File: src/rtl/array_nibble_serializer.sv
// rtl/array_nibble_serializer.sv - packed array word to element stream serializer
//
// Purpose: latches one packed N_ELEM x ELEM_W array word per input handshake
// and emits its elements one per output handshake, element 0 first, tagged
// with the element index and a last flag.
//
// Ports:
//   clock_reset [1:0]  bit 0 = clock, bit 1 = asynchronous active-high reset
//   in_data            packed array word (element k at bits [k*ELEM_W +: ELEM_W])
//   in_valid/in_ready  input handshake
//   out_data           current element
//   out_index          index of out_data within its word
//   out_last           out_data is element N_ELEM-1
//   out_valid/out_ready output handshake
//   words_done [15:0]  completed-word counter (only with ARRAY_SER_WORD_COUNT_EN)
//
// Optional feature macro: ARRAY_SER_WORD_COUNT_EN

module array_nibble_serializer #(
  parameter int ELEM_W = 4,
  parameter int N_ELEM = 4,
  parameter int IDX_W  = 2
) (
  input  logic [1:0]               clock_reset,
  input  logic [ELEM_W*N_ELEM-1:0] in_data,
  input  logic                     in_valid,
  output logic                     in_ready,
  output logic [ELEM_W-1:0]        out_data,
  output logic [IDX_W-1:0]         out_index,
  output logic                     out_last,
  output logic                     out_valid,
  input  logic                     out_ready
`ifdef ARRAY_SER_WORD_COUNT_EN
  ,
  output logic [15:0]              words_done
`endif
);

  typedef enum logic [0:0] {
    IDLE = 1'b0,
    SEND = 1'b1
  } state_t;

  localparam logic [IDX_W-1:0] LAST_IDX = IDX_W'(N_ELEM - 1);

  logic clk;
  logic rst;
  assign clk = clock_reset[0];
  assign rst = clock_reset[1];

  state_t                     state_q;
  logic [ELEM_W*N_ELEM-1:0]   word_q;
  logic [IDX_W-1:0]           idx_q;
  logic [IDX_W-1:0]           idx_d;
  logic [ELEM_W-1:0]          data_q;
  logic                       last_q;
  logic                       valid_q;
  logic                       accept;
  logic                       xfer;

  function automatic logic [ELEM_W-1:0] elem_at(input logic [ELEM_W*N_ELEM-1:0] w,
                                                input logic [IDX_W-1:0] k);
    return w[k*ELEM_W +: ELEM_W];
  endfunction

  // A new word may enter when nothing is held, or when the held word's last
  // element leaves on this very edge (keeps back-to-back words gap-free).
  assign in_ready = !rst && ((state_q == IDLE) || (valid_q && out_ready && last_q));
  assign accept   = in_valid && in_ready;
  assign xfer     = valid_q && out_ready;
  assign idx_d    = idx_q + 1'b1;

  always_ff @(posedge clk or posedge rst) begin
    if (rst) begin
      state_q <= IDLE;
      word_q  <= '0;
      idx_q   <= '0;
      data_q  <= '0;
      last_q  <= 1'b0;
      valid_q <= 1'b0;
    end else begin
      case (state_q)
        IDLE: begin
          if (accept) begin
            state_q <= SEND;
            word_q  <= in_data;
            idx_q   <= '0;
            data_q  <= elem_at(in_data, '0);
            last_q  <= 1'b0;
            valid_q <= 1'b1;
          end
        end
        SEND: begin
          if (xfer) begin
            if (!last_q) begin
              idx_q  <= idx_d;
              data_q <= elem_at(word_q, idx_d);
              last_q <= (idx_d == LAST_IDX);
            end else if (accept) begin
              word_q <= in_data;
              idx_q  <= '0;
              data_q <= elem_at(in_data, '0);
              last_q <= 1'b0;
            end else begin
              // Return outputs to their idle values so out_last never
              // lingers without out_valid.
              state_q <= IDLE;
              idx_q   <= '0;
              data_q  <= '0;
              last_q  <= 1'b0;
              valid_q <= 1'b0;
            end
          end
        end
        default: begin
          state_q <= IDLE;
          valid_q <= 1'b0;
        end
      endcase
    end
  end

  assign out_data  = data_q;
  assign out_index = idx_q;
  assign out_last  = last_q;
  assign out_valid = valid_q;

`ifdef ARRAY_SER_WORD_COUNT_EN
  logic [15:0] count_q;

  // Counts only words whose last element actually transferred; 16-bit wrap.
  always_ff @(posedge clk or posedge rst) begin
    if (rst) begin
      count_q <= '0;
    end else if (xfer && last_q) begin
      count_q <= count_q + 16'd1;
    end
  end

  assign words_done = count_q;
`endif

endmodule

File: config.mk
export PLATFORM = sky130hd
export DESIGN_NAME = array_nibble_serializer
export DESIGN_NICKNAME = d
export VERILOG_FILES = /design/src/rtl/array_nibble_serializer.sv
export SDC_FILE = /design/constraint.sdc
export NUM_CORES = 1
export LEC_CHECK = 0
export ABC_AREA = 1
export CAP_MARGIN = 10
export CORE_MARGIN = 10
export CORE_UTILIZATION = 40
export DETAILED_ROUTE_END_ITERATION = 12
export HOLD_SLACK_MARGIN = 0.05
export PLACE_DENSITY_LB_ADDON = 0.08
export REMOVE_ABC_BUFFERS = 1
export SLEW_MARGIN = 20
export SYNTH_ARGS = -nofsm -noshare
export SYNTH_HDL_FRONTEND = slang
export SYNTH_SLANG_ARGS = --single-unit
File: constraint.sdc
create_clock -name clock_reset -period 1.6 [get_ports clock_reset]
set_input_delay 0.24 -clock clock_reset [delete_from_list [all_inputs] [get_ports clock_reset]]
set_output_delay 0.24 -clock clock_reset [all_outputs]
set_load 0.05 [all_outputs]
==> impl_metrics.yaml <==
outcome:
  status: "finished with violations"
  violations: "setup timing"
clocking:
  clock_latency_ns: 0.33
  cts-hold-fix-buffers: 0
  cts.reportedPaths.clkPinSlew_ns: 0.15
  clock_tree_from_tritoncts: "done"
global_route:
  grt_util_met2_pct: 28.6
  initial_antenna_violation_count: 0
  grt_first_pass_wirelength_mm: 11.5
  total_gr_overflow: 0
  grtUsageTotal_pct: 26.1
  grt_pass1_vias: 2633
  globalRoute.busiestLayer: "met4"
  groute.layer.met3.usage_pct: 28.3
  pin_count_of_the_biggest_net_entering_global_routing: 15
  met1_usage_pct: 22.0
synth:
  synth-edff-count: 0
  syn-mean-instance-area_um2: 7.54
  syn_area_mm2: 0.00127
  post_synth_main_area_contributors: "dfrtp_1 49%, nand2_1 27%, nand3_1 8.7%"
  seq_area_frac_synth_pct: 49.4
  post-synth-top-area-cell: "dfrtp_1"
  yosysMostFrequentCell: "nand2_1"
  netlist-cell-type-count: 16
  synthArstFlopShare_pct: 100
  dominant_synthesized_flop_cell: "dfrtp_1"
  synth_seq_cells: 25
  yosys_warnings: 0
  synth_top_cell_area_share_pct: 49.4
  synthCells: 168
  synthTopCellsByCount: "90 x nand2_1, 25 x dfrtp_1, 22 x nand3_1"
sta:
  setup_tns_ns: -0.187
  worstMarginPinSlew_ns: 0.291
  timing.slew.headroom_pct: 80.4
  clock_skew_ns: 0.00586
  timing_hold_violations_final: 0
  setup_repair_after_global_routing_missed_its_margin: "yes"
  finalMaxSlewViolations: 0
  final-setup-viol-count: 13
  final.setup.worst_slack_ns: -0.0401
power:
  worst_ir_drop_vdd_v: 0.000945
  power_per_cell_area_mw_per_mm2: 2140
  fin_total_pwr_mw: 5.48
  cellLeakagePower_nw: 1.36
finish:
  post_route_cells_drive_above_1_share_pct: 40.2
  ant_diodes: 0
  num-nets-final: 315
  area_growth_syn_to_layout_pct: 102
  layout.core_utilization_pct: 83.9
  stdcell_count: 345
  postLayoutCellArea_mm2: 0.00256
setup_path:
  crit-reg2reg-capture: "out_data[0]"
  worst-path-buf-inv: 6
  crit_fanout: 5
  critical_path_required_ns: 1.88
  start_kind: "clock port"
  crit_start: "clock_reset[1]"
  critical_path.reg2reg.startpoint: "state_q"
  reg2regPathDepth: 12
  timing.setup.critical_path_class: "clock port to register"
  critical_path_arrival_ns: 1.92
  ff2ff_setup_slack_ns: -0.02
  worst_setup_path_end_kind: "register"
  cpPeakStageDelay_ns: 0.14
  crit_family: "buffers and inverters"
  crit_path_cell_trace: "clkbuf_16 -> clkinv_8 -> nand3_4 -> buf_8 -> nor2_8 -> buf_8 -> buf_8 -> clkbuf_16 -> nand3_2 -> nand2_2 -> nand2_2 -> nand2_2"
  slowest_stage: "clkbuf_16"
route:
  number_of_iterations_in_the_first_detailed_routing_pass: 7
  num_vias: 1941
  detail_route.wl_per_cell_um: 18.4
  drcViolationCount: 0
  routed_via_density: 5.63
  totalWireLength_mm: 6.33
  antenna_left: 0
  drtIter0Drc: 296
place:
  port_buffer_count: 27
  gpl.final_weighted_congestion: 0.759
  dpl_cell_area_mm2: 0.00160
  dp.final_hpwl_mm: 2.14
  dp.cells: 242
floorplan:
  core_area_mm2: 0.00305
  rows: 20
  dieArea_mm2: 0.00582
  top_level_ports: 29
  initial_utilization_pct: 41.5
  floorplan.die.height_um: 76.3
  fp.dieW_um: 76.3
hold_path:
  hold_end: "word_q[14]"
  timing.hold.worst.start: "in_data[14]"
  min-delay-path-class: "primary input to register"
  min_path_cells: 3
flow_run:
  maxCapViolCount: 0
## cells by family (layout without fill, tap and decap cells)
| logic type | after synthesis | after routing | share of synthesized area, % |
|---|---|---|---|
| AO/OA/AOI/OAI | 3 | 3 | 1.38 |
| adder cells (fa/ha/maj) | 1 | 1 | 0.987 |
| buffers and inverters | 18 | 151 | 7.31 |
| flip-flops | 25 | 25 | 49.4 |
| AND/OR/NAND/NOR | 121 | 121 | 41.0 |
## final cells by class
class	count	area [um2]
Multi-Input combinational cell	125	649
Sequential cell	25	626
Clock buffer	46	543
Fill cell	170	490
Timing Repair Buffer	40	373
Clock inverter	55	268
Tap cell	44	55.1
Inverter	10	48.8
## layer usage
metal  up-vias  share of wire, %
met5         -                 0
met4         0               8.8
met3        74                15
met2       217                43
met1       871                33
li1        779                 -
## how the worst max path moves through the flow
stage	endpoint	slack [ns]	depth (start not counted)
final	out_data[1]	-0.04	12
after global routing	out_valid	-0.13	11
after CTS	out_data[3]	-0.06	12
after detailed placement	in_ready	-1.10	4
after global placement	in_ready	-1.10	4
after floorplan	in_ready	-0.60	3
## state kept, by name, indices dropped and copies added, names as in the netlist
signal     flops
out_last       1
out_valid      1
out_data       4
out_index      2
word_q        16
state_q        1
## where the power goes
group | internal (mW) | total (mW) | switching, mW
registers | 0.808 | 0.992 | 0.184
clock network | 1.23 | 2.80 | 1.58
logic | 0.630 | 1.69 | 1.06
total | 2.66 | 5.48 | 2.82
## per-stage QoR
| step | setup WS, ns | hold WS (ns) |
|---|---|---|
| 6_report | -0.0401 | 0.420 |
| 5_1_grt | -0.133 | 0.410 |
| 3_3_place_gp | -1.10 | 0.450 |
| 3_5_place_dp | -1.10 | 0.446 |
| 4_1_cts | -0.0580 | 0.265 |
| 2_1_floorplan | -0.598 | 0.357 |
## tightest hold or removal path, cell delays in order
cell and delay (ns):
clkdlybuf4s50_1 0.39, nand2_1 0.06, nand2_1 0.04
## layout by cell type, fill, tap and decap left out, types with 10 or more instances in the layout
cell / instances
nand2_1: 78
nand3_1: 18
inv_2: 10
clkdlybuf4s50_1: 18
inv_1: 31
inv_4: 20
dfrtp_1: 25
buf_4: 28
nand2_2: 11
clkbuf_4: 10
## timing repair
action	4_1_cts	5_1_grt
pin swaps	9	12
endpoints found under the hold margin	0	0
setup endpoints to repair	29	38
gates cloned	2	0
resized for setup	37	38
buffers inserted	11	8
No activity file was read; power rests on OpenSTA's default activity.
==> edit: new RTL, same settings <==
The parameter `IDX_W` goes from 2 to 3.
--- a/src/rtl/array_nibble_serializer.sv
+++ b/src/rtl/array_nibble_serializer.sv
@@ -21,3 +21,3 @@
   parameter int N_ELEM = 4,
-  parameter int IDX_W  = 2
+  parameter int IDX_W  = 3
 ) (
Ports: changed (resized out_index); port bits go from 29 to 30. No check against the original RTL was run, so the function may have changed too.
==> edit against the original RTL <==
Sequential cell count up 1; critical path depth down 8; setup slack better by 100 ps; global-route usage down 11 points; wire length down 36%; synthesized area up 8.7%; design area down 15%; critical path type is now clock port to output port.
Power is not compared: it rests on default switching activity, and its combinational part moved more than twofold at a synthesized area within 25%.
==> edit: results (changes against the original RTL) <==
The routing usage on met2 was 16.20% (-12 points); the number of nets in the finished design was 294 (-6.7%). The logs give 19.48% (-8.8 points) for the global routing met3 resource utilization and 1.265 nW for the leakage power of the design. The number of distinct standard cells referenced by the synthesized netlist came out at 19 (+3). The path class of the tightest hold or removal check is clock port to register. The layout cell share with drive strength beyond 1 came out at 36.53% (-3.7 points).

First-pass detailed-route iteration total: 5 (-2). For the data arrival time of the critical path, the log shows 1300 ps (-620 ps). Endpoint of the worst-slack reg-to-reg timing path: out_data[2]. Critical hold path startpoint: clock_reset[1]. Counting instances in the post-synthesis netlist gives the leading cell types as sky130_fd_sc_hd__nand2_1 (47), sky130_fd_sc_hd__dfrtp_1 (26), sky130_fd_sc_hd__inv_1 (24), sky130_fd_sc_hd__o21ai_2 (16), sky130_fd_sc_hd__nand3_1 (13). Grouping stages by cell kind, the critical path spends the most delay in buffers and inverters. The number of vias per cell after detailed routing was 4.820 (-14%).

The run gives 18 (+3) as the pin count of the biggest net entering global routing. The final hold slack is 402.9 ps (-17.16 ps). The first-pass GRT wire length was 6.879 mm (-40%); the power spent charging and discharging nets was 0.7787 mW. The instance count of the mapped netlist was 162 (-3.6%); the number of cells upsized or downsized after cts was 14 (-62%).

The placement-stage worst setup slack is -586.6 ps (+513.6 ps), and the routed wire length on met3 is 469 um (-49%). The path with the worst hold slack has its endpoint at out_data[0]. The run gives 78.55% (-1.9 points) as the tightest slew margin relative to the limit. The number of instances in the placed design is 238 (-1.7%). The critical path ends at in_ready. The register-to-register setup slack came out at 130 ps (+150 ps).

The biggest fanout along the worst timing path works out to 2 (-3). The global-route usage over all layers was 14.74% (-11 points); the hold path depth was 6 (+3). The run gives 47.23% (-2.1 points) as the part of the Yosys area used for sequential elements. By area the synthesized netlist is led by sky130_fd_sc_hd__dfrtp_1 (47%), sky130_fd_sc_hd__nand2_1 (13%), sky130_fd_sc_hd__o21ai_2 (10%), sky130_fd_sc_hd__inv_1 (6.5%), sky130_fd_sc_hd__nand3_1 (4.7%). The length of routed wiring on met1 came out at 1.388 mm (-34%). The placed standard-cell area is 1697 um2 (+6.0%), and the post-CTS clock slew at the launch and capture registers of the worst setup and hold paths is 140 ps.

The worst-case reg-to-reg path depth is 6 (-6). The count of fill cells added during filler insertion is 321 (+89%). The least setup slack across all paths after layout was 60.78 ps (+100.9 ps). The master of the slowest instance on the critical path was sky130_fd_sc_hd__buf_6. The run gives 5 (-6) as the count of buffers added by post-CTS timing repair for setup. In this run the critical register-to-register path is launched from out_index[1]. For the worst clock skew, the log shows 11.93 ps (+6.070 ps). The post-DP HPWL was 2.311 mm (+8.0%). The logs give 8.495% (-14 points) for the met1 capacity usage during global routing and 143 (-52%) for the first-iteration detailed-routing DRC count.

The detailed route wirelength on metal2 came out at 2.066 mm (-25%). The number of I/O port buffers works out to 28 (+3.7%). The delay contributed by the slowest stage of the critical path was 160 ps (+20 ps); the average wire length per cell after detail routing was 12.72 um (-31%).

The count of non-filler cells in the finished layout is 317 (-8.1%), and the number of global-route vias before repair is 2,219 (-16%). The routability-driven placement congestion ratio is 0.7924 (+4.4%). The run finished with clean final reports.
edit: worst reg2reg max path: cells and delay by family, from the launching register on:
kind                       cells  cell delay, ps
adders and majority gates      1             410
buffers and inverters          1             120
AOI/OAI and AO/OA              2             210
DFF                            1             450
and+or+nand+nor                2             160
edit: area by class of cell:
class | count | area, um2 | area share, %
Inverter | 24 | 90.09 | 4.121
Sequential cell | 26 | 650.6 | 29.77
Timing Repair Buffer | 35 | 320.3 | 14.65
Tap cell | 46 | 57.56 | 2.633
Clock buffer | 13 | 113.9 | 5.209
Clock inverter | 68 | 342.8 | 15.68
Multi-Input combinational cell | 105 | 610.6 | 27.93
edit: cells by family (layout without fill, tap and decap cells):
| group | after synthesis | in the layout | share of synthesized area [%] |
|---|---|---|---|
| flip-flops | 26 | 26 | 47.23 |
| AND/OR/NAND/NOR | 70 | 71 | 22.07 |
| adder cells (fa/ha/maj) | 2 | 2 | 1.816 |
| AO/OA/AOI/OAI | 31 | 32 | 16.62 |
| buffers and inverters | 33 | 140 | 12.26 |
